`src/rtl/wb_mtimer_pkg.sv`:
```
// Shared register offsets, CTRL bit positions, bus FSM states and byte-merge helper for the machine timer.
package wb_mtimer_pkg;

  localparam logic [2:0] MTIMER_OFS_MTIME_LO    = 3'd0;
  localparam logic [2:0] MTIMER_OFS_MTIME_HI    = 3'd1;
  localparam logic [2:0] MTIMER_OFS_MTIMECMP_LO = 3'd2;
  localparam logic [2:0] MTIMER_OFS_MTIMECMP_HI = 3'd3;
  localparam logic [2:0] MTIMER_OFS_CTRL        = 3'd4;
  localparam logic [2:0] MTIMER_OFS_PRESCALE    = 3'd5;

  localparam int CTRL_EN_BIT     = 0;
  localparam int CTRL_IRQ_EN_BIT = 1;

  localparam logic [63:0] MTIMER_CMP_RESET  = 64'hFFFF_FFFF_FFFF_FFFF;
  localparam logic [1:0]  MTIMER_CTRL_RESET = 2'b01;

  typedef enum logic [1:0] {
    BUS_IDLE = 2'd0,
    BUS_ACK  = 2'd1,
    BUS_ERR  = 2'd2
  } bus_state_e;

  typedef struct packed {
    logic [2:0]  ofs;
    logic        we;
    logic [31:0] dat;
    logic [3:0]  sel;
  } bus_req_t;

  function automatic logic [31:0] merge_bytes(input logic [31:0] old_val,
                                              input logic [31:0] new_val,
                                              input logic [3:0]  sel);
    logic [31:0] res;
    res = old_val;
    for (int i = 0; i < 4; i++) begin
      if (sel[i]) res[i*8 +: 8] = new_val[i*8 +: 8];
    end
    return res;
  endfunction

endpackage

```
`src/rtl/wb_mtimer_if.sv`:
```
// Wishbone B4 classic data-bus signals between the core dbus master and the timer responder.
interface wb_mtimer_if;
  logic [31:0] wb_adr;
  logic [31:0] wb_dat;
  logic [3:0]  wb_sel;
  logic        wb_we;
  logic        wb_cyc;
  logic        wb_stb;
  logic [31:0] wb_rdt;
  logic        wb_ack;
  logic        wb_err;

  modport master (
    output wb_adr, wb_dat, wb_sel, wb_we, wb_cyc, wb_stb,
    input  wb_rdt, wb_ack, wb_err
  );

  modport slave (
    input  wb_adr, wb_dat, wb_sel, wb_we, wb_cyc, wb_stb,
    output wb_rdt, wb_ack, wb_err
  );
endinterface

```
`src/rtl/mtimer_tick_gen.sv`:
```
// Prescaler: tick once per (prescale+1) enabled cycles; load restarts the count from the new value.
// Latency: tick is combinational from the counter; no handshake.
module mtimer_tick_gen (
  input  logic        clk,
  input  logic        rst_n,
  input  logic        en,
  input  logic        load,
  input  logic [15:0] prescale,
  output logic        tick
);

  logic [15:0] cnt_q;

  always_ff @(posedge clk or negedge rst_n) begin
    if (!rst_n) begin
      cnt_q <= '0;
    end else if (load) begin
      cnt_q <= prescale;
    end else if (en) begin
      cnt_q <= (cnt_q == 16'd0) ? prescale : cnt_q - 16'd1;
    end
  end

  assign tick = en & (cnt_q == 16'd0);

endmodule

```
`src/rtl/wb_mtimer.sv`:
```
// RISC-V machine timer on Wishbone B4 classic; 1-cycle registered ack/err, one idle cycle between accesses.
// Macro WB_MTIMER_PRESCALE_EN adds the PRESCALE register at offset 5 and the tick prescaler.
module wb_mtimer
  import wb_mtimer_pkg::*;
#(
  parameter logic [63:0] CMP_RESET  = MTIMER_CMP_RESET,
  parameter logic [1:0]  CTRL_RESET = MTIMER_CTRL_RESET
) (
  input  logic       wb_clk,
  input  logic       wb_rst_n,
  wb_mtimer_if.slave wb,
  output logic       irq
);

`ifdef WB_MTIMER_PRESCALE_EN
  localparam logic [2:0] MTIMER_OFS_LAST = MTIMER_OFS_PRESCALE;
`else
  localparam logic [2:0] MTIMER_OFS_LAST = MTIMER_OFS_CTRL;
`endif

  bus_state_e  state_q, state_d;
  bus_req_t    req_q;
  logic [2:0]  ofs;
  logic        req, accept, ofs_mapped, wr_en;
  logic [63:0] mtime_q, mtimecmp_q;
  logic [31:0] hi_shadow_q, rd_data, rdt_q;
  logic [1:0]  ctrl_q;
  logic        tick;
  logic        unused_adr;

  assign ofs        = wb.wb_adr[4:2];
  assign unused_adr = ^{wb.wb_adr[31:5], wb.wb_adr[1:0]};
  assign req        = wb.wb_cyc & wb.wb_stb & ~wb.wb_ack & ~wb.wb_err;
  assign accept     = req & (state_q == BUS_IDLE);
  assign ofs_mapped = (ofs <= MTIMER_OFS_LAST);
  // A master that drops cyc during the termination cycle abandons the write.
  assign wr_en      = (state_q == BUS_ACK) & req_q.we & wb.wb_cyc & wb.wb_stb;

  always_ff @(posedge wb_clk or negedge wb_rst_n) begin
    if (!wb_rst_n) state_q <= BUS_IDLE;
    else           state_q <= state_d;
  end

  always_comb begin
    state_d = BUS_IDLE;
    case (state_q)
      BUS_IDLE: begin
        if (req) state_d = ofs_mapped ? BUS_ACK : BUS_ERR;
        else     state_d = BUS_IDLE;
      end
      default:   state_d = BUS_IDLE;
    endcase
  end

  always_comb begin
    wb.wb_ack = (state_q == BUS_ACK);
    wb.wb_err = (state_q == BUS_ERR);
    wb.wb_rdt = rdt_q;
  end

`ifdef WB_MTIMER_PRESCALE_EN
  logic [15:0] prescale_q, prescale_nxt;
  logic        prescale_wr;

  assign prescale_wr  = wr_en & (req_q.ofs == MTIMER_OFS_PRESCALE);
  assign prescale_nxt = {req_q.sel[1] ? req_q.dat[15:8] : prescale_q[15:8],
                         req_q.sel[0] ? req_q.dat[7:0]  : prescale_q[7:0]};

  always_ff @(posedge wb_clk or negedge wb_rst_n) begin
    if (!wb_rst_n)        prescale_q <= '0;
    else if (prescale_wr) prescale_q <= prescale_nxt;
  end

  mtimer_tick_gen u_tick_gen (
    .clk      (wb_clk),
    .rst_n    (wb_rst_n),
    .en       (ctrl_q[CTRL_EN_BIT]),
    .load     (prescale_wr),
    .prescale (prescale_nxt),
    .tick     (tick)
  );
`else
  assign tick = 1'b1;
`endif

  always_comb begin
    rd_data = '0;
    case (ofs)
      MTIMER_OFS_MTIME_LO:    rd_data = mtime_q[31:0];
      MTIMER_OFS_MTIME_HI:    rd_data = hi_shadow_q;
      MTIMER_OFS_MTIMECMP_LO: rd_data = mtimecmp_q[31:0];
      MTIMER_OFS_MTIMECMP_HI: rd_data = mtimecmp_q[63:32];
      MTIMER_OFS_CTRL:        rd_data = {30'd0, ctrl_q};
`ifdef WB_MTIMER_PRESCALE_EN
      MTIMER_OFS_PRESCALE:    rd_data = {16'd0, prescale_q};
`endif
      default:                rd_data = '0;
    endcase
  end

  // Read data and the high-half shadow are sampled together so a LO/HI pair is coherent.
  always_ff @(posedge wb_clk or negedge wb_rst_n) begin
    if (!wb_rst_n) begin
      req_q       <= '0;
      rdt_q       <= '0;
      hi_shadow_q <= '0;
    end else begin
      rdt_q <= accept ? rd_data : '0;
      if (accept) begin
        req_q.ofs <= ofs;
        req_q.we  <= wb.wb_we;
        req_q.dat <= wb.wb_dat;
        req_q.sel <= wb.wb_sel;
        if (!wb.wb_we && ofs == MTIMER_OFS_MTIME_LO) hi_shadow_q <= mtime_q[63:32];
      end
    end
  end

  always_ff @(posedge wb_clk or negedge wb_rst_n) begin
    if (!wb_rst_n) begin
      mtime_q <= '0;
    end else if (wr_en && req_q.ofs == MTIMER_OFS_MTIME_LO) begin
      mtime_q[31:0]  <= merge_bytes(mtime_q[31:0], req_q.dat, req_q.sel);
    end else if (wr_en && req_q.ofs == MTIMER_OFS_MTIME_HI) begin
      mtime_q[63:32] <= merge_bytes(mtime_q[63:32], req_q.dat, req_q.sel);
    end else if (ctrl_q[CTRL_EN_BIT] && tick) begin
      mtime_q <= mtime_q + 64'd1;
    end
  end

  always_ff @(posedge wb_clk or negedge wb_rst_n) begin
    if (!wb_rst_n) begin
      mtimecmp_q <= CMP_RESET;
      ctrl_q     <= CTRL_RESET;
    end else if (wr_en) begin
      case (req_q.ofs)
        MTIMER_OFS_MTIMECMP_LO: mtimecmp_q[31:0]  <= merge_bytes(mtimecmp_q[31:0], req_q.dat, req_q.sel);
        MTIMER_OFS_MTIMECMP_HI: mtimecmp_q[63:32] <= merge_bytes(mtimecmp_q[63:32], req_q.dat, req_q.sel);
        MTIMER_OFS_CTRL:        if (req_q.sel[0]) ctrl_q <= req_q.dat[1:0];
        default:                ;
      endcase
    end
  end

  always_ff @(posedge wb_clk or negedge wb_rst_n) begin
    if (!wb_rst_n) irq <= 1'b0;
    else           irq <= ctrl_q[CTRL_IRQ_EN_BIT] & (mtime_q >= mtimecmp_q);
  end

endmodule
```
`src/flat_wrapper.sv`:
```
// flat-port wrapper written by rule: the top's interface ports become plain ports
module wb_mtimer_flat import wb_mtimer_pkg::*;
#(
  parameter logic [63:0] CMP_RESET  = MTIMER_CMP_RESET,
  parameter logic [1:0]  CTRL_RESET = MTIMER_CTRL_RESET
)
  (wb_clk, wb_rst_n, irq, wb_wb_adr, wb_wb_dat, wb_wb_sel, wb_wb_we, wb_wb_cyc, wb_wb_stb, wb_wb_rdt, wb_wb_ack, wb_wb_err);
  wb_mtimer_if wb_i ();
  input  logic wb_clk;
  input  logic wb_rst_n;
  output logic irq;
  input wire logic [$bits(wb_i.wb_adr)-1:0] wb_wb_adr;
  input wire logic [$bits(wb_i.wb_dat)-1:0] wb_wb_dat;
  input wire logic [$bits(wb_i.wb_sel)-1:0] wb_wb_sel;
  input wire logic [$bits(wb_i.wb_we)-1:0] wb_wb_we;
  input wire logic [$bits(wb_i.wb_cyc)-1:0] wb_wb_cyc;
  input wire logic [$bits(wb_i.wb_stb)-1:0] wb_wb_stb;
  output wire logic [$bits(wb_i.wb_rdt)-1:0] wb_wb_rdt;
  output wire logic [$bits(wb_i.wb_ack)-1:0] wb_wb_ack;
  output wire logic [$bits(wb_i.wb_err)-1:0] wb_wb_err;
  assign wb_i.wb_adr = wb_wb_adr;
  assign wb_i.wb_dat = wb_wb_dat;
  assign wb_i.wb_sel = wb_wb_sel;
  assign wb_i.wb_we = wb_wb_we;
  assign wb_i.wb_cyc = wb_wb_cyc;
  assign wb_i.wb_stb = wb_wb_stb;
  assign wb_wb_rdt = wb_i.wb_rdt;
  assign wb_wb_ack = wb_i.wb_ack;
  assign wb_wb_err = wb_i.wb_err;
  wb_mtimer #(.CMP_RESET(CMP_RESET), .CTRL_RESET(CTRL_RESET)) u_core (.wb_clk(wb_clk), .wb_rst_n(wb_rst_n), .wb(wb_i), .irq(irq));
endmodule
```
`config.mk`:
```
export PLATFORM = sky130hd
export DESIGN_NAME = wb_mtimer_flat
export DESIGN_NICKNAME = d
export VERILOG_FILES = /design/src/rtl/wb_mtimer_pkg.sv /design/src/rtl/wb_mtimer_if.sv /design/src/rtl/mtimer_tick_gen.sv /design/src/rtl/wb_mtimer.sv /design/src/flat_wrapper.sv
export SDC_FILE = /design/constraint.sdc
export NUM_CORES = 1
export LEC_CHECK = 0
export CAP_MARGIN = 20
export CORE_AREA = 2 2 171 173
export DETAILED_ROUTE_END_ITERATION = 7
export DIE_AREA = 0 0 173 175
export PLACE_DENSITY_LB_ADDON = 0.08
export SLEW_MARGIN = 10
export SYNTH_ARGS = -nofsm -noshare
export SYNTH_HDL_FRONTEND = slang
export SYNTH_SLANG_ARGS = --single-unit
```
`constraint.sdc`:
```
create_clock -name wb_clk -period 3.1 [get_ports wb_clk]
set_input_delay 0.775 -clock wb_clk [delete_from_list [all_inputs] [get_ports wb_clk]]
set_output_delay 0.775 -clock wb_clk [all_outputs]
set_load 0.05 [all_outputs]
```
==> Implementation_results.wiki <==
{| class="wikitable"
! Metric !! Value
|-
| Outcome || finished clean
|-
| CTS tree || yes
|-
| Hold Buf Count CTS || 0
|-
| Path depth of the worst reg2reg path || 6
|-
| Count of buffers added by post-CTS timing repair for setup || 0
|-
| Normalized max-slew margin || approximately half
|-
| DRC violation total after the first TritonRoute iteration || roughly 690
|-
| Number of antenna violations at the first check in global routing || 0
|-
| Total global-route track usage || between 20% and 30%
|-
| Final weighted congestion in routability-driven placement || ~0.89
|-
| Cts bufs inserted || 27
|-
| Maximum number of pins on one net before global-route repair || 74
|-
| Hold violation count in the final report || 0
|-
| Cell area after synthesis || 12600 µm²
|-
| First-pass GRT wire length || a little under 60 mm
|-
| Total of max-cap violations || 0
|-
| Seq cells post-synth || between 200 and 250
|-
| Minimum clock period || approximately 2.8 ns
|-
| Source-to-sink clock delay at the later pin of the worst-skew pair || about 0.54 ns
|-
| Path class of the lowest-slack min-delay path || in2async
|-
| Ys flop type || sky130_fd_sc_hd__dfrtp_1
|-
| Via density per instance || approximately 5.9
|-
| Count of pins on the block boundary || 108
|-
| Ratio of cells with drive above 1 in the final layout || a little under a quarter
|-
| Least-Margin Pin Slew || between 0.7 and 0.8 ns
|-
| Number of global-route vias before repair || 10300
|-
| Synthesized Nets || approximately 1400
|-
| Count of endpoints failing setup in the final report || 0
|-
| Power density relative to cell area || 516 nW/µm²
|-
| Htree depth || 1
|-
| Netlist cell types || 65
|-
| Average wire length per cell after detail routing || 21.4 µm
|-
| Clock Sink Count || 237
|-
| Final wirelength || between 30 and 40 mm
|-
| Cell leakage power || 6.56 nW
|-
| Final clock period utilization by the worst path || about nine tenths
|-
| Final-report max-slew violation count || 0
|-
| Worst voltage drop across the vdd grid || about 0.42 mV
|-
| Post-route DRC || 0
|-
| Post-Route Setup TNS || 0 ns
|-
| Overall via count from detail_route || around 10000
|-
| Maximum root-to-sink buffer count || 3
|-
| CTS clk-pin slew, worst paths || roughly 0.06 ns
|-
| Critical Path Source Type || register
|-
| Ys async rst share || 100%
|-
| P&R area growth vs syn || 21.9%
|-
| Post-detailed-placement half-perimeter wirelength || around 26 mm
|-
| Final net count || roughly 1500
|-
| Fin Clk Skew || 0.0170 ns
|-
| YS warnings || 0
|-
| Root buffer cell || sky130_fd_sc_hd__clkbuf_16
|-
| Drt pass-1 iters || 5
|-
| Starting density of the core || 44.5%
|-
| Fraction of the yosys area taken by sequential cells || a little under half
|-
| Critical Path Sink Type || register
|-
| Synthesized area per cell || ~10 µm²
|-
| Final-layout worst hold slack || about 0.21 ns
|-
| Quantity of gates resized following cts || 0
|-
| Final antenna-violating net count || 0
|-
| Number of rows created at floorplan || 62
|-
| Category of the critical setup timing path || reg2reg
|-
| Die H || between 150 and 200 µm
|-
| Utilization after layout || 54.3%
|-
| EDFF count, synth || 0
|-
| Post-placement worst setup slack || around 0.073 ns
|-
| Port buffer count || a little under 80
|-
| Full die area || 30300 µm²
|-
| Die Width || about 170 µm
|-
| Max Clock Freq || roughly 360 MHz
|-
| Critical path peak fanout || 7
|-
| GRT overflow || 0
|-
| Placeable core region || 28400 µm²
|-
| Data required time at the worst endpoint || 3.52 ns
|-
| Diodes inserted || 0
|-
| Arrival time reported for the critical path endpoint || around 3.2 ns
|-
| Unrepaired setup endpoints after global routing || no
|-
| Final setup slack of the worst path || just under 0.3 ns
|-
| Mapped Cells || about 1200
|}
-- layout by cell type, fill, tap and decap left out, types with 4 or more instances in the layout --
master	Yosys	final
sky130_fd_sc_hd__dfrtp_1	172	172
sky130_fd_sc_hd__mux2_2	125	125
sky130_fd_sc_hd__a21oi_1	104	104
sky130_fd_sc_hd__nand2_1	94	94
sky130_fd_sc_hd__inv_1	77	77
sky130_fd_sc_hd__clkdlybuf4s50_1	0	77
sky130_fd_sc_hd__nor2_1	73	70
sky130_fd_sc_hd__ha_1	65	65
sky130_fd_sc_hd__dfstp_2	65	65
sky130_fd_sc_hd__buf_4	0	63
sky130_fd_sc_hd__a22oi_1	62	62
sky130_fd_sc_hd__o21ai_0	54	54
sky130_fd_sc_hd__nand3_1	40	40
sky130_fd_sc_hd__nand4_1	28	28
sky130_fd_sc_hd__nor3_1	30	27
sky130_fd_sc_hd__clkbuf_16	0	27
sky130_fd_sc_hd__o22ai_1	24	24
sky130_fd_sc_hd__and4_1	14	14
sky130_fd_sc_hd__buf_12	0	14
sky130_fd_sc_hd__and3_1	13	13
sky130_fd_sc_hd__o211ai_1	11	11
sky130_fd_sc_hd__a21o_1	11	11
sky130_fd_sc_hd__a211oi_1	10	10
sky130_fd_sc_hd__mux2i_1	9	9
sky130_fd_sc_hd__nor4_1	9	9
sky130_fd_sc_hd__and2_1	8	8
sky130_fd_sc_hd__a221oi_1	6	6
sky130_fd_sc_hd__a31oi_1	6	6
sky130_fd_sc_hd__clkbuf_8	0	6
sky130_fd_sc_hd__clkbuf_1	47	6
sky130_fd_sc_hd__clkinv_2	0	6
sky130_fd_sc_hd__o21a_1	5	5
sky130_fd_sc_hd__a2bb2oi_1	5	5
sky130_fd_sc_hd__or4_1	5	5
sky130_fd_sc_hd__nor3_2	1	4
sky130_fd_sc_hd__a41oi_1	4	4
sky130_fd_sc_hd__nor3b_1	4	4
sky130_fd_sc_hd__bufinv_16	0	4
-- flip-flops by register name, summed over array words and instances (netlist names) --
name	cells
u_core.mtime_q	64
u_core.req_q	40
u_core.state_q	2
u_core.mtimecmp_q	64
u_core.hi_shadow_q	32
u_core.wb.wb_rdt	32
u_core.irq	1
u_core.ctrl_q	2
-- final cells by class --
class                   count  area (µm²)
flip-flops and latches    237        6010
clock inverters            11         159
well taps                 384         480
clock buffers              39         781
fillers                  2623       13000
inverters                  77         289
repair buffers            155        1540
multi-input cells         867        6150
-- critical path, cell delays in order (launching register included) --
cell	delay, ns
sky130_fd_sc_hd__dfrtp_1	0.46
sky130_fd_sc_hd__nand3_1	0.22
sky130_fd_sc_hd__or4_1	0.72
sky130_fd_sc_hd__nor2_1	0.24
sky130_fd_sc_hd__or4b_1	0.63
sky130_fd_sc_hd__nor4_1	0.34
sky130_fd_sc_hd__nor3b_1	0.09
-- through the flow --
| step | cells | power, mW | instance area, µm² |
|---|---|---|---|
| floorplan | 1235 | 4.09 | 12600 |
| global placement | 1720 | 4.60 | 14500 |
| detailed placement | 1720 | 4.62 | 14500 |
| CTS | 1770 | 8.01 | 15400 |
| global route | 1770 | 8.25 | 15400 |
| finish | 1770 | 7.95 | 15400 |
-- cell families (layout without fill, tap and decap cells) --
| group | Yosys count | after routing | synth area share [%] |
|---|---|---|---|
| buffers and inverters | 131 | 282 | 4.05 |
| AOI/OAI and AO/OA | 328 | 328 | 16.5 |
| DFF | 237 | 237 | 47.5 |
| adders and majority gates | 65 | 65 | 6.43 |
| and+or+nand+nor | 340 | 340 | 13.6 |
| muxes | 134 | 134 | 11.8 |
-- synthesized netlist by cell type, types with 4 or more instances --
cell                        number  area [µm²]
sky130_fd_sc_hd__and3_1         13        81.3
sky130_fd_sc_hd__o211ai_1       11        82.6
sky130_fd_sc_hd__inv_1          77         289
sky130_fd_sc_hd__and2_1          8        50.1
sky130_fd_sc_hd__o21ai_0        54         270
sky130_fd_sc_hd__dfstp_2        65        1710
sky130_fd_sc_hd__a41oi_1         4        35.0
sky130_fd_sc_hd__a22oi_1        62         465
sky130_fd_sc_hd__nor2_1         73         274
sky130_fd_sc_hd__mux2i_1         9        90.1
sky130_fd_sc_hd__nor3_1         30         150
sky130_fd_sc_hd__ha_1           65         813
sky130_fd_sc_hd__a2bb2oi_1       5        43.8
sky130_fd_sc_hd__o22ai_1        24         150
sky130_fd_sc_hd__and4_1         14         123
sky130_fd_sc_hd__nor4_1          9        56.3
sky130_fd_sc_hd__a21oi_1       104         521
sky130_fd_sc_hd__mux2_2        125        1410
sky130_fd_sc_hd__dfrtp_1       172        4300
sky130_fd_sc_hd__nand3_1        40         200
sky130_fd_sc_hd__clkbuf_1       47         176
sky130_fd_sc_hd__nand2_1        94         353
sky130_fd_sc_hd__or4_1           5        37.5
sky130_fd_sc_hd__buf_2           4        20.0
sky130_fd_sc_hd__a31oi_1         6        37.5
sky130_fd_sc_hd__nor3b_1         4        30.0
sky130_fd_sc_hd__a221oi_1        6        52.6
sky130_fd_sc_hd__o21a_1          5        37.5
sky130_fd_sc_hd__a211oi_1       10        75.1
sky130_fd_sc_hd__a21o_1         11        82.6
sky130_fd_sc_hd__nand4_1        28         175
-- per-layer routing --
metal | global-route usage, % | vias to the layer above | wire length, µm
met1 | 35.3 | 5282 | 17600
met4 | 7.56 | 0 | 1030
met3 | 2.61 | 53 | 1450
met2 | 41.1 | 257 | 17700
li1 | - | 4842 | -
met5 | 0 | - | 0
-- power breakdown --
| group | leakage (nW) | total, mW | switching (mW) | internal, mW |
|---|---|---|---|---|
| Sequential | 2.96 | 3.64 | 0.315 | 3.32 |
| Combinational | 3.12 | 0.931 | 0.510 | 0.420 |
| Clock | 0.467 | 3.38 | 1.30 | 2.08 |
| Total | 6.56 | 7.95 | 2.13 | 5.82 |
-- final timing paths --
check,start,end,slack (ns)
min reg2reg,u_core.hi_shadow_q[13],u_core.hi_shadow_q[13],0.51
max,u_core.mtime_q[39],u_core.mtime_q[63],0.29
max in group asynchronous,wb_rst_n,u_core.mtimecmp_q[24],2.06
min in group wb_clk,u_core.hi_shadow_q[13],u_core.hi_shadow_q[13],0.51
min,wb_rst_n,u_core.wb.wb_rdt[3],0.21
max reg2reg,u_core.mtime_q[39],u_core.mtime_q[63],0.29
Power figures use the tool's default switching activity.
